`src/rtl/cpu_pkg.sv`:
```
// Shared CPU definitions: data/select widths, register names and the
// write-back queue entry layout used by the register file front end.
package cpu_pkg;

    localparam int DW       = 10;
    localparam int AW       = 3;
    localparam int WB_DEPTH = 4;

    localparam logic [AW-1:0] REG_LA   = 3'd0;
    localparam logic [AW-1:0] REG_S0   = 3'd1;
    localparam logic [AW-1:0] REG_S1   = 3'd2;
    localparam logic [AW-1:0] REG_T0   = 3'd3;
    localparam logic [AW-1:0] REG_T1   = 3'd4;
    localparam logic [AW-1:0] REG_T2   = 3'd5;
    localparam logic [AW-1:0] REG_T3   = 3'd6;
    localparam logic [AW-1:0] REG_ZERO = 3'd7;

    typedef struct packed {
        logic [AW-1:0] dest;
        logic [DW-1:0] data;
    } wb_entry_t;

endpackage

```
`src/rtl/regfile_writeback_if.sv`:
```
// Bundle of the result handshakes, the register file write port and the
// status outputs of the write-back front end.
interface regfile_writeback_if #(
    parameter int DEPTH = cpu_pkg::WB_DEPTH
);
    localparam int CW = $clog2(DEPTH) + 1;

    logic                   alu_valid;
    logic [cpu_pkg::AW-1:0] alu_dest;
    logic [cpu_pkg::DW-1:0] alu_data;
    logic                   alu_ready;
    logic                   mem_valid;
    logic [cpu_pkg::AW-1:0] mem_dest;
    logic [cpu_pkg::DW-1:0] mem_data;
    logic                   mem_ready;
    logic                   wb_hold;
    logic [cpu_pkg::DW-1:0] rf_wdata;
    logic [cpu_pkg::AW-1:0] rf_wsel;
    logic                   rf_wen;
    logic [6:0]             pending;
    logic [CW-1:0]          q_count;

    modport master (
        output alu_valid, alu_dest, alu_data,
        output mem_valid, mem_dest, mem_data,
        output wb_hold,
        input  alu_ready, mem_ready,
        input  rf_wdata, rf_wsel, rf_wen,
        input  pending, q_count
    );

    modport slave (
        input  alu_valid, alu_dest, alu_data,
        input  mem_valid, mem_dest, mem_data,
        input  wb_hold,
        output alu_ready, mem_ready,
        output rf_wdata, rf_wsel, rf_wen,
        output pending, q_count
    );

endinterface

```
`src/rtl/regfile_writeback_fifo.sv`:
```
// In-order write-back queue. Besides the head entry and occupancy count it
// exposes every slot's destination and occupied flag so the parent can build
// the pending-register mask without extra state.
module wb_fifo
    import cpu_pkg::*;
#(
    parameter int  DEPTH = WB_DEPTH,
    localparam int PW    = $clog2(DEPTH),
    localparam int CW    = PW + 1
) (
    input  logic                     clk,
    input  logic                     reset_n,
    input  logic                     push_i,
    input  wb_entry_t                pushEntry_i,
    input  logic                     pop_i,
    output wb_entry_t                head_o,
    output logic [CW-1:0]            count_o,
    output logic                     full_o,
    output logic                     empty_o,
    output logic [DEPTH-1:0]         occupied_o,
    output logic [DEPTH-1:0][AW-1:0] dest_o
);

    wb_entry_t        entries_q [DEPTH];
    logic [DEPTH-1:0] valid_q;
    logic [PW-1:0]    wrPtr_q, wrPtr_d;
    logic [PW-1:0]    rdPtr_q, rdPtr_d;
    logic [CW-1:0]    count_q, count_d;
    logic             doPush, doPop;

    assign full_o     = (count_q == CW'(DEPTH));
    assign empty_o    = (count_q == '0);
    assign doPush     = push_i & ~full_o;
    assign doPop      = pop_i & ~empty_o;
    assign count_o    = count_q;
    assign occupied_o = valid_q;
    assign head_o     = entries_q[rdPtr_q];

    // Next pointers wrap naturally because DEPTH is a power of two; a
    // simultaneous push and pop leaves the count unchanged.
    always_comb begin
        wrPtr_d = doPush ? wrPtr_q + PW'(1) : wrPtr_q;
        rdPtr_d = doPop  ? rdPtr_q + PW'(1) : rdPtr_q;
        case ({doPush, doPop})
            2'b10:   count_d = count_q + CW'(1);
            2'b01:   count_d = count_q - CW'(1);
            default: count_d = count_q;
        endcase
    end

    // Expose each slot's destination for the pending-mask reduction.
    always_comb begin
        for (int e = 0; e < DEPTH; e++) begin
            dest_o[e] = entries_q[e].dest;
        end
    end

    // Slot storage, occupied flags, pointers and count.
    always_ff @(posedge clk or negedge reset_n) begin
        if (!reset_n) begin
            for (int e = 0; e < DEPTH; e++) begin
                entries_q[e] <= '0;
            end
            valid_q <= '0;
            wrPtr_q <= '0;
            rdPtr_q <= '0;
            count_q <= '0;
        end else begin
            if (doPush) begin
                entries_q[wrPtr_q] <= pushEntry_i;
                valid_q[wrPtr_q]   <= 1'b1;
            end
            if (doPop) begin
                valid_q[rdPtr_q] <= 1'b0;
            end
            wrPtr_q <= wrPtr_d;
            rdPtr_q <= rdPtr_d;
            count_q <= count_d;
        end
    end

endmodule

```
`src/rtl/regfile_writeback.sv`:
```
// Write-side front end of the register file: arbitrates ALU and load results
// into an in-order queue, drains one write per cycle to the register file and
// reports which registers still have writes in flight.
module regfile_writeback
    import cpu_pkg::*;
#(
    parameter int DEPTH = WB_DEPTH
) (
    input  logic                clk,
    input  logic                reset_n,
    regfile_writeback_if.slave  bus
);

    localparam int CW = $clog2(DEPTH) + 1;

    wb_entry_t                pushEntry;
    wb_entry_t                headEntry;
    logic [CW-1:0]            count;
    logic                     full, empty;
    logic                     memFire, aluFire, push, pop;
    logic [DEPTH-1:0]         occupied;
    logic [DEPTH-1:0][AW-1:0] entryDest;
    logic [6:0]               pendingMask;

    // Readiness looks only at the registered occupancy, so a full queue that
    // is draining this cycle still refuses input; loads win over ALU results.
    assign bus.mem_ready = ~full;
    assign bus.alu_ready = ~full & ~bus.mem_valid;

    assign pop          = ~empty & ~bus.wb_hold;
    assign bus.rf_wen   = pop;
    assign bus.rf_wdata = headEntry.data;
    assign bus.rf_wsel  = headEntry.dest;
    assign bus.pending  = pendingMask;
    assign bus.q_count  = count;

    // Pick the accepted source and drop writes aimed at the zero register.
    always_comb begin
        memFire = bus.mem_valid & ~full;
        aluFire = bus.alu_valid & ~full & ~bus.mem_valid;
        if (memFire) begin
            pushEntry.dest = bus.mem_dest;
            pushEntry.data = bus.mem_data;
        end else begin
            pushEntry.dest = bus.alu_dest;
            pushEntry.data = bus.alu_data;
        end
        push = (memFire | aluFire) & (pushEntry.dest != REG_ZERO);
    end

    // A register is pending while any occupied slot targets it.
    always_comb begin
        pendingMask = '0;
        for (int r = 0; r < 7; r++) begin
            for (int e = 0; e < DEPTH; e++) begin
                if (occupied[e] && (entryDest[e] == AW'(r))) begin
                    pendingMask[r] = 1'b1;
                end
            end
        end
    end

    wb_fifo #(
        .DEPTH (DEPTH)
    ) u_fifo (
        .clk         (clk),
        .reset_n     (reset_n),
        .push_i      (push),
        .pushEntry_i (pushEntry),
        .pop_i       (pop),
        .head_o      (headEntry),
        .count_o     (count),
        .full_o      (full),
        .empty_o     (empty),
        .occupied_o  (occupied),
        .dest_o      (entryDest)
    );

endmodule
```
`src/flat_wrapper.sv`:
```
// flat-port wrapper written by rule: the top's interface ports become plain ports
module regfile_writeback_flat import cpu_pkg::*;
#(
    parameter int DEPTH = WB_DEPTH
)
  (clk, reset_n, bus_alu_valid, bus_alu_dest, bus_alu_data, bus_mem_valid, bus_mem_dest, bus_mem_data, bus_wb_hold, bus_alu_ready, bus_mem_ready, bus_rf_wdata, bus_rf_wsel, bus_rf_wen, bus_pending, bus_q_count);
  regfile_writeback_if #(.DEPTH(DEPTH)) bus_i ();
  input  logic clk;
  input  logic reset_n;
  input wire logic [$bits(bus_i.alu_valid)-1:0] bus_alu_valid;
  input wire logic [$bits(bus_i.alu_dest)-1:0] bus_alu_dest;
  input wire logic [$bits(bus_i.alu_data)-1:0] bus_alu_data;
  input wire logic [$bits(bus_i.mem_valid)-1:0] bus_mem_valid;
  input wire logic [$bits(bus_i.mem_dest)-1:0] bus_mem_dest;
  input wire logic [$bits(bus_i.mem_data)-1:0] bus_mem_data;
  input wire logic [$bits(bus_i.wb_hold)-1:0] bus_wb_hold;
  output wire logic [$bits(bus_i.alu_ready)-1:0] bus_alu_ready;
  output wire logic [$bits(bus_i.mem_ready)-1:0] bus_mem_ready;
  output wire logic [$bits(bus_i.rf_wdata)-1:0] bus_rf_wdata;
  output wire logic [$bits(bus_i.rf_wsel)-1:0] bus_rf_wsel;
  output wire logic [$bits(bus_i.rf_wen)-1:0] bus_rf_wen;
  output wire logic [$bits(bus_i.pending)-1:0] bus_pending;
  output wire logic [$bits(bus_i.q_count)-1:0] bus_q_count;
  assign bus_i.alu_valid = bus_alu_valid;
  assign bus_i.alu_dest = bus_alu_dest;
  assign bus_i.alu_data = bus_alu_data;
  assign bus_i.mem_valid = bus_mem_valid;
  assign bus_i.mem_dest = bus_mem_dest;
  assign bus_i.mem_data = bus_mem_data;
  assign bus_i.wb_hold = bus_wb_hold;
  assign bus_alu_ready = bus_i.alu_ready;
  assign bus_mem_ready = bus_i.mem_ready;
  assign bus_rf_wdata = bus_i.rf_wdata;
  assign bus_rf_wsel = bus_i.rf_wsel;
  assign bus_rf_wen = bus_i.rf_wen;
  assign bus_pending = bus_i.pending;
  assign bus_q_count = bus_i.q_count;
  regfile_writeback #(.DEPTH(DEPTH)) u_core (.clk(clk), .reset_n(reset_n), .bus(bus_i));
endmodule
```
`config.mk`:
```
export PLATFORM = sky130hd
export DESIGN_NAME = regfile_writeback_flat
export DESIGN_NICKNAME = d
export VERILOG_FILES = /design/src/rtl/cpu_pkg.sv /design/src/rtl/regfile_writeback_if.sv /design/src/rtl/regfile_writeback_fifo.sv /design/src/rtl/regfile_writeback.sv /design/src/flat_wrapper.sv
export SDC_FILE = /design/constraint.sdc
export NUM_CORES = 1
export LEC_CHECK = 0
export ABC_CLOCK_PERIOD_IN_PS = 5700
export CORE_AREA = 3 3 91 93
export DETAILED_ROUTE_END_ITERATION = 12
export DIE_AREA = 0 0 94 96
export DONT_BUFFER_PORTS = 1
export SYNTH_ARGS = -nofsm -noshare
export SYNTH_HDL_FRONTEND = slang
export SYNTH_SLANG_ARGS = --single-unit
```
`constraint.sdc`:
```
create_clock -name clk -period 5.7 [get_ports clk]
set_input_delay 1.14 -clock clk [delete_from_list [all_inputs] [get_ports clk]]
set_output_delay 1.14 -clock clk [all_outputs]
set_load 0.1 [all_outputs]
```
After elaboration in Yosys (flattened, before gate mapping)

Cells that the tools add are included.

$add $sub $neg: 4
$lt $le $gt $ge: 7
Equality and inequality tests: 28
Mux-type cells: 42
Bitwise logic cells: 18
Reduce and logical (&&, ||, !) cells: 37

Operators with widths:

| operator                                                          | count |
|---|---|
| bitwise mux 52 bit                                                | 1 |
| two-way mux 13 bit                                                | 4 |
| equality test 3 bit, second input constant                        | 13 |
| logical AND 1 bit                                                 | 31 |
| two-way mux 1 bit                                                 | 30 |
| binary-select mux 13 bit (select 2 bit)                           | 1 |
| demux 13 bit (select 2 bit)                                       | 1 |
| equality test 3 x 2 -> 1 bit, second input constant               | 8 |
| zero test 3 bit                                                   | 5 |
| equality test 3 x 1 -> 1 bit, second input constant               | 4 |
| bitwise AND 1 bit                                                 | 8 |
| two-way mux 4 bit                                                 | 2 |
| greater-or-equal comparator 3 bit, second input constant          | 2 |
| less-than comparator 2 x 3 -> 1 bit, second input constant        | 2 |
| inverter 2 -> 3 bit                                               | 2 |
| one-hot mux 3 bit (2 select lines)                                | 1 |
| adder 2 x 1 -> 2 bit, second input constant                       | 2 |
| bitwise AND 4 bit                                                 | 1 |
| demux 1 bit (select 2 bit)                                        | 2 |
| greater-or-equal comparator 2 x 1 -> 1 bit, second input constant | 2 |
| inverter 1 bit                                                    | 4 |
| inverter 4 bit                                                    | 1 |
| OR 4 bit                                                          | 1 |
| adder 3 x 1 -> 3 bit, second input constant                       | 1 |
| 7 further kinds                                                   | 7 |

Register bits: 63
Output and inout bits: 26

Logic depth before layout (Yosys ltp)

Gate-level depths: netlist (run 1).

Depth in word-level cells: 10
Depth in mapped cells: 11

Hierarchy

Synthesis (run 1) repeated with hierarchy kept, for this count alone.

Cells, all modules: 257
Area, all modules: 3,495.9 um2

By module, submodules not included:

| module            | times used | cells an instance | area each (um2) | seq. area each (um2) |
|---|---|---|---|---|
| wb_fifo           | 1          | 190               | 2,951.6         | 1,576.5 |
| regfile_writeback | 1          | 67                | 544.3           | 0.0 |

Worst setup path before layout (run 1)

Ideal clock, no wire load.

Path type: register to output
Start: register u_core.u_fifo.entries_q (netlist bit u_core.u_fifo.dest_o[6])
End: output bus_pending[1]
Arrival time: 4,109 ps
Data required time: 4,560 ps
Path slack: 451 ps
Cell stages (with the launch flop): 4
Path buffers: 1
Path through: dfrtp_1 clkbuf_1 inv_1 o311ai_0

Longest elaborated chain between the ends: 4

RTL lines:

| element                         | RTL line                     | RTL |
|---|---|---|
| start, declared                 | regfile_writeback_fifo.sv:24 | `wb_entry_t entries_q [DEPTH];` |
| start signal, assigned by index | regfile_writeback_fifo.sv:70 | `entries_q[wrPtr_q] <= pushEntry_i;` |
| equality test 3 x 1 -> 1 bit    | regfile_writeback.sv:56      | `if (occupied[e] && (entryDest[e] == AW'(r))) begin` |
| logical AND 1 bit               | regfile_writeback.sv:56      |  |
| two-way mux 1 bit (2 in a row)  | regfile_writeback.sv:56      |  |
| end, declared                   | flat_wrapper.sv:22           | `output wire logic [$bits(bus_i.pending)-1:0] bus_pending;` |

Every way passes these cells.

Worst setup path in the final report (run 1)

Start: register u_core.u_fifo.count_q[1], in the netlist u_core.u_fifo.count_o[1]
End: register u_core.u_fifo.count_q[2], in the netlist u_core.u_fifo.count_o[2]

Longest elaborated chain between the ends: 9

RTL lines:

| element                                                                         | RTL line                                                                       | RTL |
|---|---|---|
| start, declared                                                                 | regfile_writeback_fifo.sv:28                                                   | `logic [CW-1:0] count_q, count_d;` |
| start signal, assigned                                                          | regfile_writeback_fifo.sv:78                                                   | `count_q <= count_d;` |
| equality test 3 bit                                                             | regfile_writeback_fifo.sv:31                                                   | `assign full_o = (count_q == CW'(DEPTH));` |
| inverter 1 bit                                                                  | regfile_writeback_fifo.sv:33, regfile_writeback.sv:39, regfile_writeback.sv:40 |  |
| bitwise AND 1 bit, on equally long branches                                     | regfile_writeback.sv:39, regfile_writeback.sv:40                               |  |
| two-way mux 13 bit / bitwise AND 1 bit (equally long branches)                  | regfile_writeback.sv:41, regfile_writeback.sv:40                               |  |
| != test 3 bit / OR 1 bit (equally long branches)                                | regfile_writeback.sv:48                                                        | `push = (memFire \| aluFire) & (pushEntry.dest != REG_ZERO);` |
| bitwise AND 1 bit                                                               | regfile_writeback.sv:48                                                        |  |
| bitwise AND 1 bit                                                               | regfile_writeback_fifo.sv:33                                                   | `assign doPush = push_i & ~full_o;` |
| equality test 2 x 1 -> 1 bit / equality test 2 bit (equally long branches)      | regfile_writeback_fifo.sv:44                                                   | `case ({doPush, doPop})` |
| one-hot mux 3 bit (2 select lines) / nonzero test 2 bit (equally long branches) | n/a                                                                            |  |

Parallel ways exist; a longest one is shown, timed or not.
A chain may end at the register's enable or synchronous reset.

==> results of run 1 <==
## flip-flops by register name, summed over array words and instances, names as in the netlist
| register | cells |
|---|---|
| u_core.u_fifo.entries_q | 40 |
| u_core.u_fifo.wrPtr_q | 2 |
| u_core.u_fifo.rdPtr_q | 2 |
| u_core.u_fifo.dest_o | 12 |
| u_core.u_fifo.occupied_o | 4 |
| u_core.u_fifo.count_o | 3 |
## final timing paths
| check | slack (ns) | cells past startpoint | to |
|---|---|---|---|
| hold / removal | 0.50 | 0 | u_core.u_fifo.entries_q[33]$_DFFE_PN0P_ |
| min in group clk | 0.50 | 1 | u_core.u_fifo.entries_q[15]$_DFFE_PN0P_ |
| setup reg to reg | 1.66 | 12 | u_core.u_fifo.count_o[2]$_DFFE_PN0P_ |
| hold reg to reg | 0.50 | 1 | u_core.u_fifo.entries_q[15]$_DFFE_PN0P_ |
| max in group asynchronous | 5.07 | 0 | u_core.u_fifo.entries_q[2]$_DFFE_PN0P_ |
| setup / recovery | 1.66 | 12 | u_core.u_fifo.count_o[2]$_DFFE_PN0P_ |
## through the flow
stage / instances / setup slack, ns / utilization, %
final: 372 / 1.66 / 50.3
after CTS: 372 / 1.63 / 50.3
after detailed placement: 356 / 1.66 / 47.8
after global routing: 372 / 1.44 / 50.3
after floorplan: 257 / 0.451 / -
after global placement: 356 / 1.76 / 47.8
## per-layer routing
layer  vias to the layer above  track usage [%]  part of all wire, %  routed length [um]
li1                        974                -                    -                   -
met1                      1094             24.3                   46                3240
met2                        50             26.3                   47                3350
met3                         7             4.77                  6.1                 432
met4                         0             5.17                  1.0                  74
met5                         -                0                    0                   0
## worst max-delay path: stages, from the launching register on
cell	delay, ns
dfrtp_1	0.77
nor3b_2	1.10
inv_1	0.17
buf_4	0.30
a21oi_4	0.35
nor3_1	0.17
inv_1	0.08
ha_1	0.17
inv_1	0.06
fa_1	0.37
xor2_1	0.15
nor2_1	0.12
xor2_1	0.15
## cells by family (layout without fill, tap and decap cells)
group / after synthesis / in the layout
adders and majority gates: 10 / 10
and+or+nand+nor: 54 / 54
buffers and inverters: 24 / 37
DFF: 63 / 63
AOI/OAI and AO/OA: 34 / 34
muxes: 67 / 67
xor gates and xnor gates: 5 / 5
## final cells by class
cell class / instances / area [um^2] / area share (%)
Clock buffer: 12 / 145 / 3.79
Tap cell: 102 / 128 / 3.33
Timing Repair Buffer: 10 / 115 / 3.01
Inverter: 11 / 41.3 / 1.08
Sequential cell: 63 / 1580 / 41.2
Clock inverter: 4 / 45.0 / 1.18
Multi-Input combinational cell: 170 / 1780 / 46.4
## cell usage in the layout (no fill, tap or decap), drive strengths merged
| cell | n |
|---|---|
| mux2 | 51 |
| o311ai | 2 |
| nand4 | 4 |
| o21ai | 7 |
| nand4b | 1 |
| a22oi | 1 |
| clkbuf | 12 |
| nor4 | 4 |
| a31oi | 1 |
| nor3b | 2 |
| inv | 11 |
| dfrtp | 63 |
| nor2b | 6 |
| fa | 1 |
| nand2b | 3 |
| ha | 9 |
| mux2i | 3 |
| a2bb2oi | 16 |
| clkinv | 3 |
| buf | 10 |
| bufinv | 1 |
| mux4 | 13 |
| a211o | 1 |
| nand2 | 7 |
| nor2 | 13 |
| a21oi | 3 |
| o32ai | 1 |
| xor2 | 2 |
| nand3 | 10 |
| nor3 | 4 |
| o32a | 1 |
| xnor2 | 3 |
| a32oi | 1 |
==> impl_metrics.json, run 1 <==
{
  "io_buffers": 0,
  "dieHeight_um": 96,
  "tightestPinTransition_ns": 1.16,
  "critPathLaunch": "u_core.u_fifo.count_o[1]$_DFFE_PN0P_",
  "yosysMostFrequentCell": "dfrtp_1",
  "fin_crit_ns": 4.04,
  "status": "finished clean",
  "via_per_inst": 5.71,
  "tns_ns": 0,
  "synth_fp_nets": 298,
  "n_fill_cell": 679,
  "cts_buffers": 9,
  "synth_top_cell_by_area": "dfrtp_1",
  "rsz0062_at_grt": "no",
  "synth_fa_ha_area_share_pct": 3.83,
  "cts_resized": 0,
  "post_cts_buffers": 0,
  "finalSetupViolations": 0,
  "synth_top_family_by_area": "multiplexers",
  "synthMuxAreaShare_pct": 27.8,
  "cp_data_required_time_ns": 5.96,
  "r2r-start": "u_core.u_fifo.count_o[1]$_DFFE_PN0P_",
  "synth-simple-area-share_pct": 10.0,
  "clock-sinks": 63,
  "clk_latency_ns": 0.33,
  "synth_top_flop_cell": "dfrtp_1",
  "synth_edf_count": 0,
  "cts_root_buf": "clkbuf_8",
  "finalInstanceArea_um2": 3830,
  "synth_top_area_share_pct": 45.5,
  "synth_warnings": 0,
  "syn_avg_cell_area_um2": 13.5,
  "post_drt_wl_per_cell_um": 19.1,
  "ys_ff_latch": 63,
  "synth-xor-area-share_pct": 1.26,
  "crit_fanout": 11,
  "max_freq_mhz": 247,
  "start_kind": "flip-flop",
  "hold_path.class": "in2async",
  "core-area_um2": 7610,
  "fin_skew_ns": 0.00764,
  "crit_type": "reg2reg",
  "synthArstFlopShare_pct": 100,
  "gp_congestion": 0.850,
  "remaining_drc_errors": 0,
  "holdWs_ns": 0.502,
  "antenna_cells": 0,
  "grt_pass1_vias": 2188,
  "drv_slew": 0,
  "clkTransAtPathRegs_ns": 0.07,
  "vias": 2125,
  "ios": 57,
  "htree_levels": 3,
  "start_util_pct": 45.6,
  "slew_headroom_pct": 22.6,
  "postCtsHoldBufs": 0,
  "worst_ep_arrival_time_ns": 4.30,
  "die-area_um2": 9020,
  "drive_gt1_share_pct": 36.7,
  "dr.pass1.iters": 4,
  "netlist_instances": 257,
  "cts_tree": "built",
  "dp_hpwl_um": 4800,
  "dr.first_iter.drc_count": 106,
  "grt_max_degree": 64,
  "finalWirelength_um": 7090,
  "gr-usage-all-layers_pct": 17.3,
  "drv_cap": 0,
  "ys_seq_area_share_pct": 45.5,
  "syn_to_final_growth_pct": 10.4,
  "finalHoldViolations": 0,
  "yosysUniqueCellTypes": 37,
  "grt_pass1_wl_um": 11800,
  "placed_area_um2": 3640,
  "cts_max_path_buffers": 2,
  "netlist_top_cells_area": "dfrtp_1 (45%), mux2_2 (11%), mux4_2 (8.4%)",
  "ant_nets": 0,
  "post-route-period-util_pct": 70.9,
  "grt.overflow.total": 0,
  "critPathCaptureType": "flip-flop",
  "antenna_found_initial": 0,
  "ys_top_cells_by_count": "dfrtp_1 (63), mux2_2 (33), mux2_4 (18)",
  "fp-row-count": 32,
  "synth-compound-area-share_pct": 7.76,
  "synth_area_um2": 3470,
  "final_nets": 306,
  "die_w_um": 94
}
Power of run 1 is left out: the tool's default activity adds up to more than one toggle a clock period on the data nets, which glitch-free logic cannot reach.
==> run 2: changes to the inputs <==
--- a/config.mk
+++ b/config.mk
@@ -5,10 +5,11 @@
 export SDC_FILE = /design/constraint.sdc
 export NUM_CORES = 1
 export LEC_CHECK = 0
-export ABC_CLOCK_PERIOD_IN_PS = 5700
-export CORE_AREA = 3 3 91 93
+export ABC_AREA = 1
+export ABC_CLOCK_PERIOD_IN_PS = 3700
+export CORE_AREA = 3 3 93 95
 export DETAILED_ROUTE_END_ITERATION = 12
-export DIE_AREA = 0 0 94 96
+export DIE_AREA = 0 0 96 98
 export DONT_BUFFER_PORTS = 1
 export SYNTH_ARGS = -nofsm -noshare
 export SYNTH_HDL_FRONTEND = slang
==> constraint.sdc (replaced) <==
create_clock -name clk -period 3.7 [get_ports clk]
set_input_delay 0.74 -clock clk [delete_from_list [all_inputs] [get_ports clk]]
set_output_delay 0.74 -clock clk [all_outputs]
set_load 0.1 [all_outputs]
==> run 2 against run 1 <==
Compared with the run above: sequential share of layout area fell by 2.4 points; critical path depth fell by 7; routed wire length rose by 34%; non-clock buffer count rose by 15; final area rose by 6.3%; synthesized cell count rose by 83%; first-iteration DRC count rose to 2.6 times the previous value; global-route usage rose by 4.1 points; clock skew fell by 0.0023 ns; critical path type is now reg2out.
==> impl_metrics.json, run 2 <==
{
  "post_cts_buffers": 0,
  "via_per_inst": 5.56,
  "syn_to_final_growth_pct": 12.9,
  "met3_usage_pct": 2.85,
  "grt.overflow.total": 0,
  "cts_tree": "built",
  "fin_skew_ns": 0.00532,
  "htree_levels": 3,
  "synth_fp_nets": 512,
  "drv_slew": 0,
  "final_nets": 516,
  "netlist_top_cells_area": "dfrtp_1 (44%), nand2_1 (15%), nand4_1 (9.5%)",
  "vias": 3234,
  "cpMaxStageDelayCell": "clkinv_1",
  "cp_data_required_time_ns": 2.96,
  "synth_top_area_share_pct": 43.7,
  "cts_resized": 0,
  "grt_util_met2_pct": 30.9,
  "dieHeight_um": 98,
  "finalHoldViolations": 0,
  "grt_pass1_wl_um": 15700,
  "hold_path.class": "in2async",
  "cts_root_buf": "clkbuf_8",
  "max_freq_mhz": 332,
  "synth_warnings": 0,
  "drv_cap": 0,
  "io_buffers": 0,
  "ys_top_cells_by_count": "nand2_1 (148), dfrtp_1 (63), nand4_1 (55)",
  "slew_headroom_pct": 27.5,
  "gr-usage-all-layers_pct": 21.3,
  "cpLargestDelayFamily": "buffers and inverters",
  "tightestPinTransition_ns": 1.08,
  "antenna_cells": 0,
  "dr.first_iter.drc_count": 273,
  "gp_congestion": 0.806,
  "post-route-period-util_pct": 81.4,
  "top_register": "u_core.u_fifo.entries_q",
  "fin_crit_ns": 3.01,
  "synth_edf_count": 0,
  "grt_pass1_vias": 3089,
  "met1_usage_pct": 33.2,
  "yosysUniqueCellTypes": 29,
  "postCtsHoldBufs": 0,
  "critPathCaptureType": "primary output",
  "die-area_um2": 9410,
  "dp_hpwl_um": 6280,
  "finalSetupViolations": 0,
  "status": "finished clean",
  "final_cell_mix": "nand2_1 (148), dfrtp_1 (63), nand4_1 (55), nor2_1 (43), o21ai_0 (28)",
  "final_core_util_pct": 52.1,
  "cts_buffers": 9,
  "holdWs_ns": 0.0950,
  "cts_max_path_buffers": 2,
  "remaining_drc_errors": 0,
  "largest_register_ffs": 40,
  "rsz0062_at_grt": "no",
  "ios": 57,
  "die_w_um": 96,
  "antenna_found_initial": 0,
  "start_kind": "flip-flop",
  "synth_area_um2": 3600,
  "fp-row-count": 32,
  "crit_fanout": 29,
  "tns_ns": 0,
  "ant_nets": 0,
  "clock-sinks": 63,
  "clk_latency_ns": 0.34,
  "netlist_instances": 471,
  "grt_max_degree": 64,
  "final_common_cell": "nand2_1",
  "synthArstFlopShare_pct": 100,
  "yosysMostFrequentCell": "nand2_1",
  "syn_avg_cell_area_um2": 7.65,
  "dr.pass1.iters": 4,
  "max_stage_delay_ns": 0.65,
  "finalWirelength_um": 9490,
  "crit_type": "reg2out",
  "post_drt_wl_per_cell_um": 16.3,
  "clkTransAtPathRegs_ns": 0.07,
  "worst_ep_arrival_time_ns": 2.27,
  "ys_ff_latch": 63,
  "core-area_um2": 7810,
  "crit_buf_inv": 2,
  "synth_top_cell_by_area": "dfrtp_1",
  "ys_seq_area_share_pct": 43.7,
  "drive_gt1_share_pct": 14.6,
  "top_usage_layer": "met1",
  "cp_cell_sequence": "clkinv_1 > o21ai_0 > a21oi_1 > a21oi_2 > buf_4",
  "start_util_pct": 46.2,
  "synth_top_flop_cell": "dfrtp_1"
}
-- run 2: final timing paths --
check | slack, ns | startpoint | cells past startpoint | end
setup / recovery | 0.69 | u_core.u_fifo.rdPtr_q[0]$_DFFE_PN0P_ | 5 | bus_rf_wsel[0]
hold / removal | 0.1 | reset_n | 0 | u_core.u_fifo.occupied_o[3]$_DFF_PN0_
setup reg to reg | 0.97 | u_core.u_fifo.count_o[1]$_DFFE_PN0P_ | 13 | u_core.u_fifo.count_o[2]$_DFFE_PN0P_
hold reg to reg | 0.47 | u_core.u_fifo.entries_q[33]$_DFFE_PN0P_ | 2 | u_core.u_fifo.entries_q[33]$_DFFE_PN0P_
max in group asynchronous | 3.48 | reset_n | 0 | u_core.u_fifo.dest_o[10]$_DFFE_PN0P_
min in group clk | 0.47 | u_core.u_fifo.entries_q[33]$_DFFE_PN0P_ | 2 | u_core.u_fifo.entries_q[33]$_DFFE_PN0P_
-- run 2: cell families after synthesis --
family          after synthesis  synth area share (%)
buf+inv                      58                  7.08
simple gates                279                  35.5
xor+xnor                      4                 0.972
compound gates               57                  9.06
flops                        63                  43.7
fa+ha+maj                    10                  3.68
-- run 2: cell type report --
cell class | count | area [um^2]
fillers | 771 | 3740
multi-input cells | 350 | 1900
flip-flops and latches | 63 | 1580
repair buffers | 25 | 188
clock buffers | 12 | 155
well taps | 102 | 128
inverters | 26 | 97.6
clock inverters | 4 | 20.0
-- run 2: worst reg2reg max path, delay by kind of cell (launching register included) --
| family | cells | cell delay [ns] |
|---|---|---|
| buffers and inverters | 1 | 0.06 |
| AND/OR/NAND/NOR | 7 | 1.23 |
| AO/OA/AOI/OAI | 2 | 0.24 |
| flip-flops | 1 | 0.39 |
| XOR/XNOR | 1 | 0.15 |
| adder cells (fa/ha/maj) | 2 | 0.53 |
-- run 2: layer usage --
layer,routed length [um],vias up
li1,-,1604
met1,4520,1517
met2,4270,104
met3,625,9
met4,71,0
met5,0,-
-- run 2: metrics by stage --
step / area (um^2) / worst slack [ns] / instances
after floorplan: 3610 / 0.110 / 471
after global placement: 3890 / 1.01 / 566
after detailed placement: 3890 / 0.950 / 566
after CTS: 4070 / 0.696 / 582
after global routing: 4070 / 0.484 / 582
final: 4070 / 0.688 / 582
Power of run 2 is left out for the same reason.
